==> config.mk <==
export PLATFORM = sky130hd
export DESIGN_NAME = rtc_bus_ctrl
export DESIGN_NICKNAME = d
export VERILOG_FILES = /design/src/rtl/rtc_bus_ctrl.sv
export SDC_FILE = /design/constraint.sdc
export NUM_CORES = 1
export LEC_CHECK = 0
export CAP_MARGIN = 20
export CORE_ASPECT_RATIO = 1.2
export CORE_MARGIN = 10
export CORE_UTILIZATION = 60
export CTS_CLUSTER_DIAMETER = 40
export DETAILED_ROUTE_END_ITERATION = 10
export DONT_BUFFER_PORTS = 1
export PLACE_DENSITY = 0.76
export SETUP_SLACK_MARGIN = 0.02
export SLEW_MARGIN = 20
export SYNTH_ARGS = -nofsm -noshare
export SYNTH_HDL_FRONTEND = slang
export SYNTH_SLANG_ARGS = --single-unit
export TNS_END_PERCENT = 1
==> constraint.sdc <==
create_clock -name clk -period 4 [get_ports clk]
set_input_delay 0.8 -clock clk [delete_from_list [all_inputs] [get_ports clk]]
set_output_delay 0.8 -clock clk [all_outputs]
set_load 0.01 [all_outputs]
==> src/rtl/rtc_bus_ctrl.sv <==
// RTC multiplexed-bus controller: runs one register write/read per request with timed strobes.
// Build option RTC_CMD_LATCH_EN adds a one-deep pending request chained directly after GAP.
module rtc_bus_ctrl #(
  parameter int T_SETUP = 2,
  parameter int T_PULSE = 4,
  parameter int T_HOLD  = 2,
  parameter int T_GAP   = 4
) (
  input  logic       clk,
  input  logic       reset,
  input  logic       req_wr,
  input  logic       req_rd,
  input  logic [7:0] addr,
  input  logic [7:0] wdata,
  output logic [7:0] rdata,
  output logic       done,
  output logic       escribe,
  output logic       lee,
  output logic       rtc_cs_n,
  output logic       rtc_ad_n,
  output logic       rtc_wr_n,
  output logic       rtc_rd_n,
  output logic [7:0] ad_out,
  output logic       ad_oe,
  input  logic [7:0] ad_in
);

  typedef enum logic [2:0] {
    IDLE  = 3'd0,
    A_SET = 3'd1,
    A_STB = 3'd2,
    A_HLD = 3'd3,
    D_SET = 3'd4,
    D_STB = 3'd5,
    D_HLD = 3'd6,
    GAP   = 3'd7
  } state_e;

  localparam logic [7:0] SETUP_C = 8'(T_SETUP);
  localparam logic [7:0] PULSE_C = 8'(T_PULSE);
  localparam logic [7:0] HOLD_C  = 8'(T_HOLD);
  localparam logic [7:0] GAP_C   = 8'(T_GAP);

  state_e     state_q, state_d;
  logic [7:0] cnt_q, cnt_d;
  logic [7:0] addr_q, addr_d;
  logic [7:0] wdata_q, wdata_d;
  logic       wr_q, wr_d;

  logic [7:0] rdata_q, rdata_d;
  logic [7:0] ad_out_q, ad_out_d;
  logic       done_q, done_d;
  logic       esc_q, esc_d;
  logic       lee_q, lee_d;
  logic       cs_n_q, cs_n_d;
  logic       ad_n_q, ad_n_d;
  logic       wr_n_q, wr_n_d;
  logic       rd_n_q, rd_n_d;
  logic       ad_oe_q, ad_oe_d;

  logic       req_any_s;
  logic       accept_ok_s;
  logic       last_s;
  logic       take_pend_s;
  logic       a_ph_s;
  logic       d_ph_s;
  logic [7:0] start_addr_s;
  logic [7:0] start_wdata_s;
  logic       start_wr_s;

  logic       pend_v_q;
  logic [7:0] pend_addr_q;
  logic [7:0] pend_wdata_q;
  logic       pend_wr_q;

  assign req_any_s = req_wr | req_rd;
  // Outputs lag the state by one cycle, so wait until the busy flags have dropped too.
  assign accept_ok_s = (state_q == IDLE) && !esc_q && !lee_q;
  assign last_s      = (cnt_q == 8'd1);
  assign a_ph_s      = (state_q == A_SET) || (state_q == A_STB) || (state_q == A_HLD);
  assign d_ph_s      = (state_q == D_SET) || (state_q == D_STB) || (state_q == D_HLD);

  assign start_addr_s  = pend_v_q ? pend_addr_q  : addr;
  assign start_wdata_s = pend_v_q ? pend_wdata_q : wdata;
  assign start_wr_s    = pend_v_q ? pend_wr_q    : req_wr;

`ifdef RTC_CMD_LATCH_EN
  logic       pend_v_d;
  logic [7:0] pend_addr_d;
  logic [7:0] pend_wdata_d;
  logic       pend_wr_d;

  // Pending slot: filled by a request that cannot start now, freed when it launches.
  always_comb begin
    pend_v_d     = pend_v_q;
    pend_addr_d  = pend_addr_q;
    pend_wdata_d = pend_wdata_q;
    pend_wr_d    = pend_wr_q;
    if (take_pend_s) begin
      pend_v_d = 1'b0;
    end else if (req_any_s && !accept_ok_s && !pend_v_q) begin
      pend_v_d     = 1'b1;
      pend_addr_d  = addr;
      pend_wdata_d = wdata;
      pend_wr_d    = req_wr;
    end else begin
      pend_v_d = pend_v_q;
    end
  end

  // Pending slot registers.
  always_ff @(posedge clk) begin
    if (reset) begin
      pend_v_q     <= 1'b0;
      pend_addr_q  <= 8'd0;
      pend_wdata_q <= 8'd0;
      pend_wr_q    <= 1'b0;
    end else begin
      pend_v_q     <= pend_v_d;
      pend_addr_q  <= pend_addr_d;
      pend_wdata_q <= pend_wdata_d;
      pend_wr_q    <= pend_wr_d;
    end
  end
`else
  assign pend_v_q     = 1'b0;
  assign pend_addr_q  = 8'd0;
  assign pend_wdata_q = 8'd0;
  assign pend_wr_q    = 1'b0;
`endif

  // Next state, phase counter and latched command.
  always_comb begin
    state_d     = state_q;
    cnt_d       = (cnt_q != 8'd0) ? (cnt_q - 8'd1) : 8'd0;
    addr_d      = addr_q;
    wdata_d     = wdata_q;
    wr_d        = wr_q;
    take_pend_s = 1'b0;
    case (state_q)
      IDLE: begin
        cnt_d = 8'd0;
        if (accept_ok_s && (pend_v_q || req_any_s)) begin
          state_d     = A_SET;
          cnt_d       = SETUP_C;
          addr_d      = start_addr_s;
          wdata_d     = start_wdata_s;
          wr_d        = start_wr_s;
          take_pend_s = pend_v_q;
        end else begin
          state_d = IDLE;
        end
      end
      A_SET: begin
        if (last_s) begin
          state_d = A_STB;
          cnt_d   = PULSE_C;
        end else begin
          state_d = A_SET;
        end
      end
      A_STB: begin
        if (last_s) begin
          state_d = A_HLD;
          cnt_d   = HOLD_C;
        end else begin
          state_d = A_STB;
        end
      end
      A_HLD: begin
        if (last_s) begin
          state_d = D_SET;
          cnt_d   = SETUP_C;
        end else begin
          state_d = A_HLD;
        end
      end
      D_SET: begin
        if (last_s) begin
          state_d = D_STB;
          cnt_d   = PULSE_C;
        end else begin
          state_d = D_SET;
        end
      end
      D_STB: begin
        if (last_s) begin
          state_d = D_HLD;
          cnt_d   = HOLD_C;
        end else begin
          state_d = D_STB;
        end
      end
      D_HLD: begin
        if (last_s) begin
          state_d = GAP;
          cnt_d   = GAP_C;
        end else begin
          state_d = D_HLD;
        end
      end
      GAP: begin
        if (last_s && pend_v_q) begin
          state_d     = A_SET;
          cnt_d       = SETUP_C;
          addr_d      = pend_addr_q;
          wdata_d     = pend_wdata_q;
          wr_d        = pend_wr_q;
          take_pend_s = 1'b1;
        end else if (last_s) begin
          state_d = IDLE;
        end else begin
          state_d = GAP;
        end
      end
      default: begin
        state_d = IDLE;
        cnt_d   = 8'd0;
      end
    endcase
  end

  // Bus pins and status flags, decoded from the current state and registered.
  always_comb begin
    cs_n_d  = ~(a_ph_s | d_ph_s);
    ad_n_d  = ~a_ph_s;
    wr_n_d  = ~((state_q == A_STB) || ((state_q == D_STB) && wr_q));
    rd_n_d  = ~((state_q == D_STB) && !wr_q);
    ad_oe_d = a_ph_s | (d_ph_s & wr_q);
    esc_d   = (state_q != IDLE) && wr_q;
    lee_d   = (state_q != IDLE) && !wr_q;
    done_d  = (state_q == GAP) && (cnt_q == GAP_C);
    if (a_ph_s) begin
      ad_out_d = addr_q;
    end else if (d_ph_s && wr_q) begin
      ad_out_d = wdata_q;
    end else begin
      ad_out_d = 8'd0;
    end
    // First D_HLD state cycle is when the registered rd_n still shows the last strobe cycle.
    if ((state_q == D_HLD) && (cnt_q == HOLD_C) && !wr_q) begin
      rdata_d = ad_in;
    end else begin
      rdata_d = rdata_q;
    end
  end

  // State, counter, command and output registers.
  always_ff @(posedge clk) begin
    if (reset) begin
      state_q  <= IDLE;
      cnt_q    <= 8'd0;
      addr_q   <= 8'd0;
      wdata_q  <= 8'd0;
      wr_q     <= 1'b0;
      rdata_q  <= 8'd0;
      ad_out_q <= 8'd0;
      done_q   <= 1'b0;
      esc_q    <= 1'b0;
      lee_q    <= 1'b0;
      cs_n_q   <= 1'b1;
      ad_n_q   <= 1'b1;
      wr_n_q   <= 1'b1;
      rd_n_q   <= 1'b1;
      ad_oe_q  <= 1'b0;
    end else begin
      state_q  <= state_d;
      cnt_q    <= cnt_d;
      addr_q   <= addr_d;
      wdata_q  <= wdata_d;
      wr_q     <= wr_d;
      rdata_q  <= rdata_d;
      ad_out_q <= ad_out_d;
      done_q   <= done_d;
      esc_q    <= esc_d;
      lee_q    <= lee_d;
      cs_n_q   <= cs_n_d;
      ad_n_q   <= ad_n_d;
      wr_n_q   <= wr_n_d;
      rd_n_q   <= rd_n_d;
      ad_oe_q  <= ad_oe_d;
    end
  end

  assign rdata    = rdata_q;
  assign done     = done_q;
  assign escribe  = esc_q;
  assign lee      = lee_q;
  assign rtc_cs_n = cs_n_q;
  assign rtc_ad_n = ad_n_q;
  assign rtc_wr_n = wr_n_q;
  assign rtc_rd_n = rd_n_q;
  assign ad_out   = ad_out_q;
  assign ad_oe    = ad_oe_q;

endmodule

# After elaboration in Yosys (flattened, before gate mapping)
# Cells that the tools add are included.
# word_totals
reg_bits,52
output_inout_bits,24
wordCells,75
# classes
add_sub_neg,1
n_mux,16
n_reduce_logical,25
n_eq_ne,10
n_bitwise,8
# ops
operator,n
2-to-1 mux 8 bit,5
case mux 8 bit (4 select lines),1
case mux 3 bit (8 select lines),1
"== test 3 bit, second input constant",4
logical AND 1 bit,11
"== test 8 x 1 -> 1 bit, second input constant",1
"== test 8 x 2 -> 1 bit, second input constant",1
"== test 8 x 3 -> 1 bit, second input constant",1
nonzero test 8 bit,1
"subtractor 8 x 1 -> 8 bit, second input constant",1
"== test 3 x 2 -> 1 bit, second input constant",2
2-to-1 mux 2 bit,3
2-to-1 mux 3 bit,2
OR reduction 3 bit,2
logical OR 1 bit,5
2-to-1 mux 1 bit,4
NOT 1 bit,4
"== test 3 x 1 -> 1 bit, second input constant",1
zero test 1 bit,3
zero test 3 bit,1
bitwise OR 1 bit,3
nonzero test 3 bit,1
AND reduction 2 bit,1
AND 1 bit,1

# Longest topological paths before layout
# depth
word_depth,6
ltp_mapped,7

# Worst setup path before layout
# OpenSTA, ideal clock, no wires.
# synth_timing
path_type,in2reg
from,in reset
to,"reg ad_out_q[0], in the netlist ad_out[0]"
path_slack_ns,2.316
path_stages,5
setup_ns,0.060
n_path_buf,1
arrival_time_ns,1.623
t_required_ns,3.940
cell_sequence,clkbuf_1 > nor2b_1 > nand2_1 > a21oi_2 > a22o_1
# synth_rtl
element,line_no,source
start: declaration,10,"input logic reset,"
end signal: assignment,273,ad_out_q <= ad_out_d;
end: declaration,51,"logic [7:0] ad_out_q, ad_out_d;"

# Final worst setup path
# layout_timing
from,reg cnt_q[0]
to,reg cnt_q[5]
# layout_via
elab_chain_len,4
word_cells_on_any_way,7
classes_between,add/sub: 1; eq/ne: 1; mux: 4; reduce/logical: 1
# layout_rtl
element,line_no,source
start: declaration,45,"logic [7:0] cnt_q, cnt_d;"
start signal: assignment,268,cnt_q <= cnt_d;
subtractor 8 x 1 -> 8 bit / nonzero test 8 bit (equally long branches),135,cnt_d = (cnt_q != 8'd0) ? (cnt_q - 8'd1) : 8'd0;
2-to-1 mux 8 bit,135,
"2-to-1 mux 8 bit, on equally long branches",n/a,
case mux 8 bit (4 select lines) (*),140,case (state_q)
# Mark *: on every way between the ends. The rest lies on a longest branch, timed or not.
# A chain may end at the register's enable or synchronous reset.

==> impl_metrics.xml <==
<?xml version="1.0" encoding="UTF-8"?>
<metrics>
  <group name="run_status">
    <metric name="run_status" unit="">finished, final reports clean</metric>
  </group>
  <group name="timing">
    <metric name="setup_total_negative_slack" unit="ps">0</metric>
    <metric name="final_period_minus_worst_setup_slack" unit="ps">1790</metric>
    <metric name="max_freq" unit="GHz">0.558</metric>
    <metric name="report.final.setup_viol" unit="">0</metric>
    <metric name="final.setup.worst_slack" unit="ps">2210</metric>
    <metric name="max-slew-margin-rel" unit="%">58.8</metric>
    <metric name="worst_clock_skew" unit="ps">9.62</metric>
    <metric name="post-route-period-util" unit="%">44.8</metric>
    <metric name="timing_max_transition_violations_final" unit="">0</metric>
    <metric name="grt_setup_unrepaired" unit="">no</metric>
    <metric name="timing_worst_slew_pin_value" unit="ps">614</metric>
    <metric name="timing_hold_violations_final" unit="">0</metric>
  </group>
  <group name="place">
    <metric name="place.gp.congestion" unit="">0.829</metric>
    <metric name="hpwl" unit="um">2960</metric>
    <metric name="port-buffer-count" unit="">0</metric>
    <metric name="placedCellCount" unit="">226</metric>
    <metric name="placement.setup.worst_slack" unit="ps">2230</metric>
  </group>
  <group name="floorplan">
    <metric name="die_x" unit="um">73.5</metric>
    <metric name="ios" unit="">52</metric>
    <metric name="floorplan.initialDensity" unit="%">62.2</metric>
    <metric name="fp-row-count" unit="">23</metric>
    <metric name="core_area" unit="um^2">3310</metric>
    <metric name="dieArea" unit="um^2">6180</metric>
    <metric name="chipHeight" unit="um">84.1</metric>
  </group>
  <group name="pwr">
    <metric name="power.density_cell_area" unit="nW/um^2">513</metric>
    <metric name="leakagePower" unit="nW">0.959</metric>
    <metric name="worst_ir_drop_vdd" unit="mV">0.527</metric>
  </group>
  <group name="routing">
    <metric name="routed_wirelength" unit="um">4050</metric>
    <metric name="drc_violation_count_after_routing" unit="">0</metric>
    <metric name="route.vias.total" unit="">1349</metric>
    <metric name="detail_route.iter0.violations" unit="">58</metric>
    <metric name="vias_per_cell" unit="">5.76</metric>
    <metric name="dr.pass1.iters" unit="">4</metric>
    <metric name="final_antenna_net_count" unit="">0</metric>
    <metric name="routedWlPerCell" unit="um">17.3</metric>
  </group>
  <group name="cts">
    <metric name="cts_repair_resize_count" unit="">0</metric>
    <metric name="cts_root_buf" unit="">clkbuf_8</metric>
    <metric name="cts_clk_pin_slew_worst_paths" unit="ps">90</metric>
    <metric name="numClockSinks" unit="">52</metric>
    <metric name="cts_tree" unit="">yes</metric>
    <metric name="cts_htree_levels" unit="">2</metric>
    <metric name="post_cts_buffers" unit="">0</metric>
    <metric name="clkLatencyLatePin" unit="ps">300</metric>
    <metric name="tritoncts.num_buffers" unit="">5</metric>
    <metric name="holdBufCountCts" unit="">0</metric>
    <metric name="clock_path_buffers" unit="">2</metric>
  </group>
  <group name="cells_and_area">
    <metric name="layout_common_cells" unit="">52 x dfxtp_1, 37 x nor2_1, 24 x mux2i_1</metric>
    <metric name="finalNonFillerCells" unit="">234</metric>
    <metric name="final_layout_size_suffix_gt1_share" unit="%">10.2</metric>
    <metric name="syn_to_layout_area_delta" unit="%">6.45</metric>
    <metric name="final_common_cell" unit="">dfxtp_1</metric>
    <metric name="antenna_diode_count" unit="">0</metric>
    <metric name="num-nets-final" unit="">227</metric>
  </group>
  <group name="global_routing">
    <metric name="first_pass_grt_wire_length" unit="um">6670</metric>
    <metric name="gr-total-overflow" unit="">0</metric>
    <metric name="first_global_vias" unit="">1359</metric>
    <metric name="gr-usage-all-layers" unit="%">13.5</metric>
    <metric name="grt_start_max_net_pins" unit="">38</metric>
    <metric name="antenna_found_initial" unit="">0</metric>
  </group>
  <group name="worst_setup_path">
    <metric name="worstPathMaxFanout" unit="">6</metric>
    <metric name="setup.worst_path.start_class" unit="">register</metric>
    <metric name="worstPathRequired" unit="ps">4190</metric>
    <metric name="cp_slowest_stage_delay" unit="ps">450</metric>
    <metric name="cp_cell_sequence" unit="">ha_1 &gt; nor3b_1 &gt; a21oi_1 &gt; o221ai_2 &gt; nor2_1</metric>
    <metric name="timing.rr.start" unit="">cnt_q[0]</metric>
    <metric name="crit_arrival" unit="ps">1980</metric>
    <metric name="critPathLaunch" unit="">cnt_q[0]</metric>
    <metric name="cp-end-kind" unit="">register</metric>
    <metric name="cp_class" unit="">register to register</metric>
    <metric name="timing.critical_path.max_delay_family" unit="">simple AND/OR/NAND/NOR gates</metric>
    <metric name="crit_slowest_cell" unit="">nor3b_1</metric>
    <metric name="cp.buffers_inverters" unit="">0</metric>
  </group>
  <group name="run">
    <metric name="drv.max_cap_violation_count" unit="">0</metric>
  </group>
  <group name="synthesis">
    <metric name="netlist_instances" unit="">197</metric>
    <metric name="post-synth-top-area-fraction" unit="%">50.6</metric>
    <metric name="netlist_area" unit="um^2">2060</metric>
    <metric name="yosysWarningCount" unit="">0</metric>
    <metric name="post-synth-top-area-cell" unit="">dfxtp_1</metric>
    <metric name="syn_nets" unit="">228</metric>
    <metric name="synth-seq-cells" unit="">52</metric>
    <metric name="post_synth.cell_area_avg" unit="um^2">10.4</metric>
    <metric name="synthTopCellsByArea" unit="">dfxtp_1 51%, mux2i_1 12%, nor2_1 6.8%</metric>
    <metric name="share_of_synthesized_area_occupied_by_flip_flops_and_latches" unit="%">50.6</metric>
    <metric name="synth_cell_types" unit="">44</metric>
  </group>
  <group name="hold_path">
    <metric name="worstHoldPathType" unit="">register to register</metric>
    <metric name="hp-start" unit="">addr_q[4]</metric>
  </group>
</metrics>
-- metrics by stage --
| stage | total power [mW] | hold WS, ps | util, % | instance area (um^2) |
|---|---|---|---|---|
| floorplan | 0.703 | 441 | - | 2060 |
| finish | 1.12 | 478 | 66.2 | 2190 |
| global route | 1.18 | 497 | 66.2 | 2190 |
| CTS | 1.13 | 482 | 66.2 | 2190 |
| global placement | 0.709 | 450 | 62.0 | 2050 |
| detailed placement | 0.716 | 460 | 62.0 | 2050 |
-- sequential cells by signal, summed over array words and instances, names as in the netlist, 3 cells and up --
| signal | flops |
|---|---|
| ad_out | 8 |
| addr_q | 8 |
| cnt_q | 8 |
| rdata | 8 |
| state_q | 3 |
| wdata_q | 8 |
-- cells by family after synthesis --
family | Yosys count | synth area share, %
xor gates and xnor gates | 7 | 2.98
buffers and inverters | 12 | 3.41
muxes | 24 | 11.7
adders and majority gates | 3 | 1.83
and+or+nand+nor | 71 | 19.5
DFF | 52 | 50.6
AOI/OAI and AO/OA | 28 | 9.98
-- power breakdown --
part           internal [mW]  switching [mW]  leakage, nW
combinational         0.0599          0.0650        0.466
sequential             0.548          0.0302        0.424
clock                  0.252           0.168       0.0687
total                  0.860           0.264        0.959
-- per-layer routing --
metal  GRT usage (%)  up-vias  part of all wire, %
met4            4.58        0                 0.86
met3            8.13        4                   11
met2            21.2       38                   52
met1            14.6      625                   37
li1                -      682                    -
met5               0        -                    0
-- worst reg2reg max path: stages (launching register included) --
cell and delay (ps):
dfxtp_1 420, ha_1 230, nor3b_1 450, a21oi_1 160, o221ai_2 330, nor2_1 90
-- cell type report --
type                            instances  area (um^2)
Clock buffer                            5         68.8
Multi-Input combinational cell        133          946
Sequential cell                        52         1040
Tap cell                               37         46.3
Inverter                                3         11.3
Fill cell                             261         1120
Timing Repair Buffer                    1         7.51
Clock inverter                          3         68.8
-- worst paths after layout --
path,end,slack (ps),cells past startpoint
hold reg to reg,ad_out[4],480,1
setup reg to reg,cnt_q[5],2210,5
setup / recovery,cnt_q[5],2210,5
hold / removal,ad_out[4],480,1
-- Yosys cell counts, drive strengths merged --
cell type	number
dfxtp	52
nor2	38
mux2i	24
nand2	9
a22o	8
a21oi	7
buf	6
nor3	5
xor2	5
o21ai	4
and2	3
clkbuf	3
ha	3
inv	3
nand4	3
nand2b	2
nand3	2
nor4	2
o31ai	2
or4	2
xnor2	2
a21boi	1
a21o	1
a31oi	1
a32o	1
and3	1
nor2b	1
nor3b	1
nor4bb	1
o211ai	1
o21a	1
o221ai	1
or3	1
No activity file was read; power rests on OpenSTA's default activity.
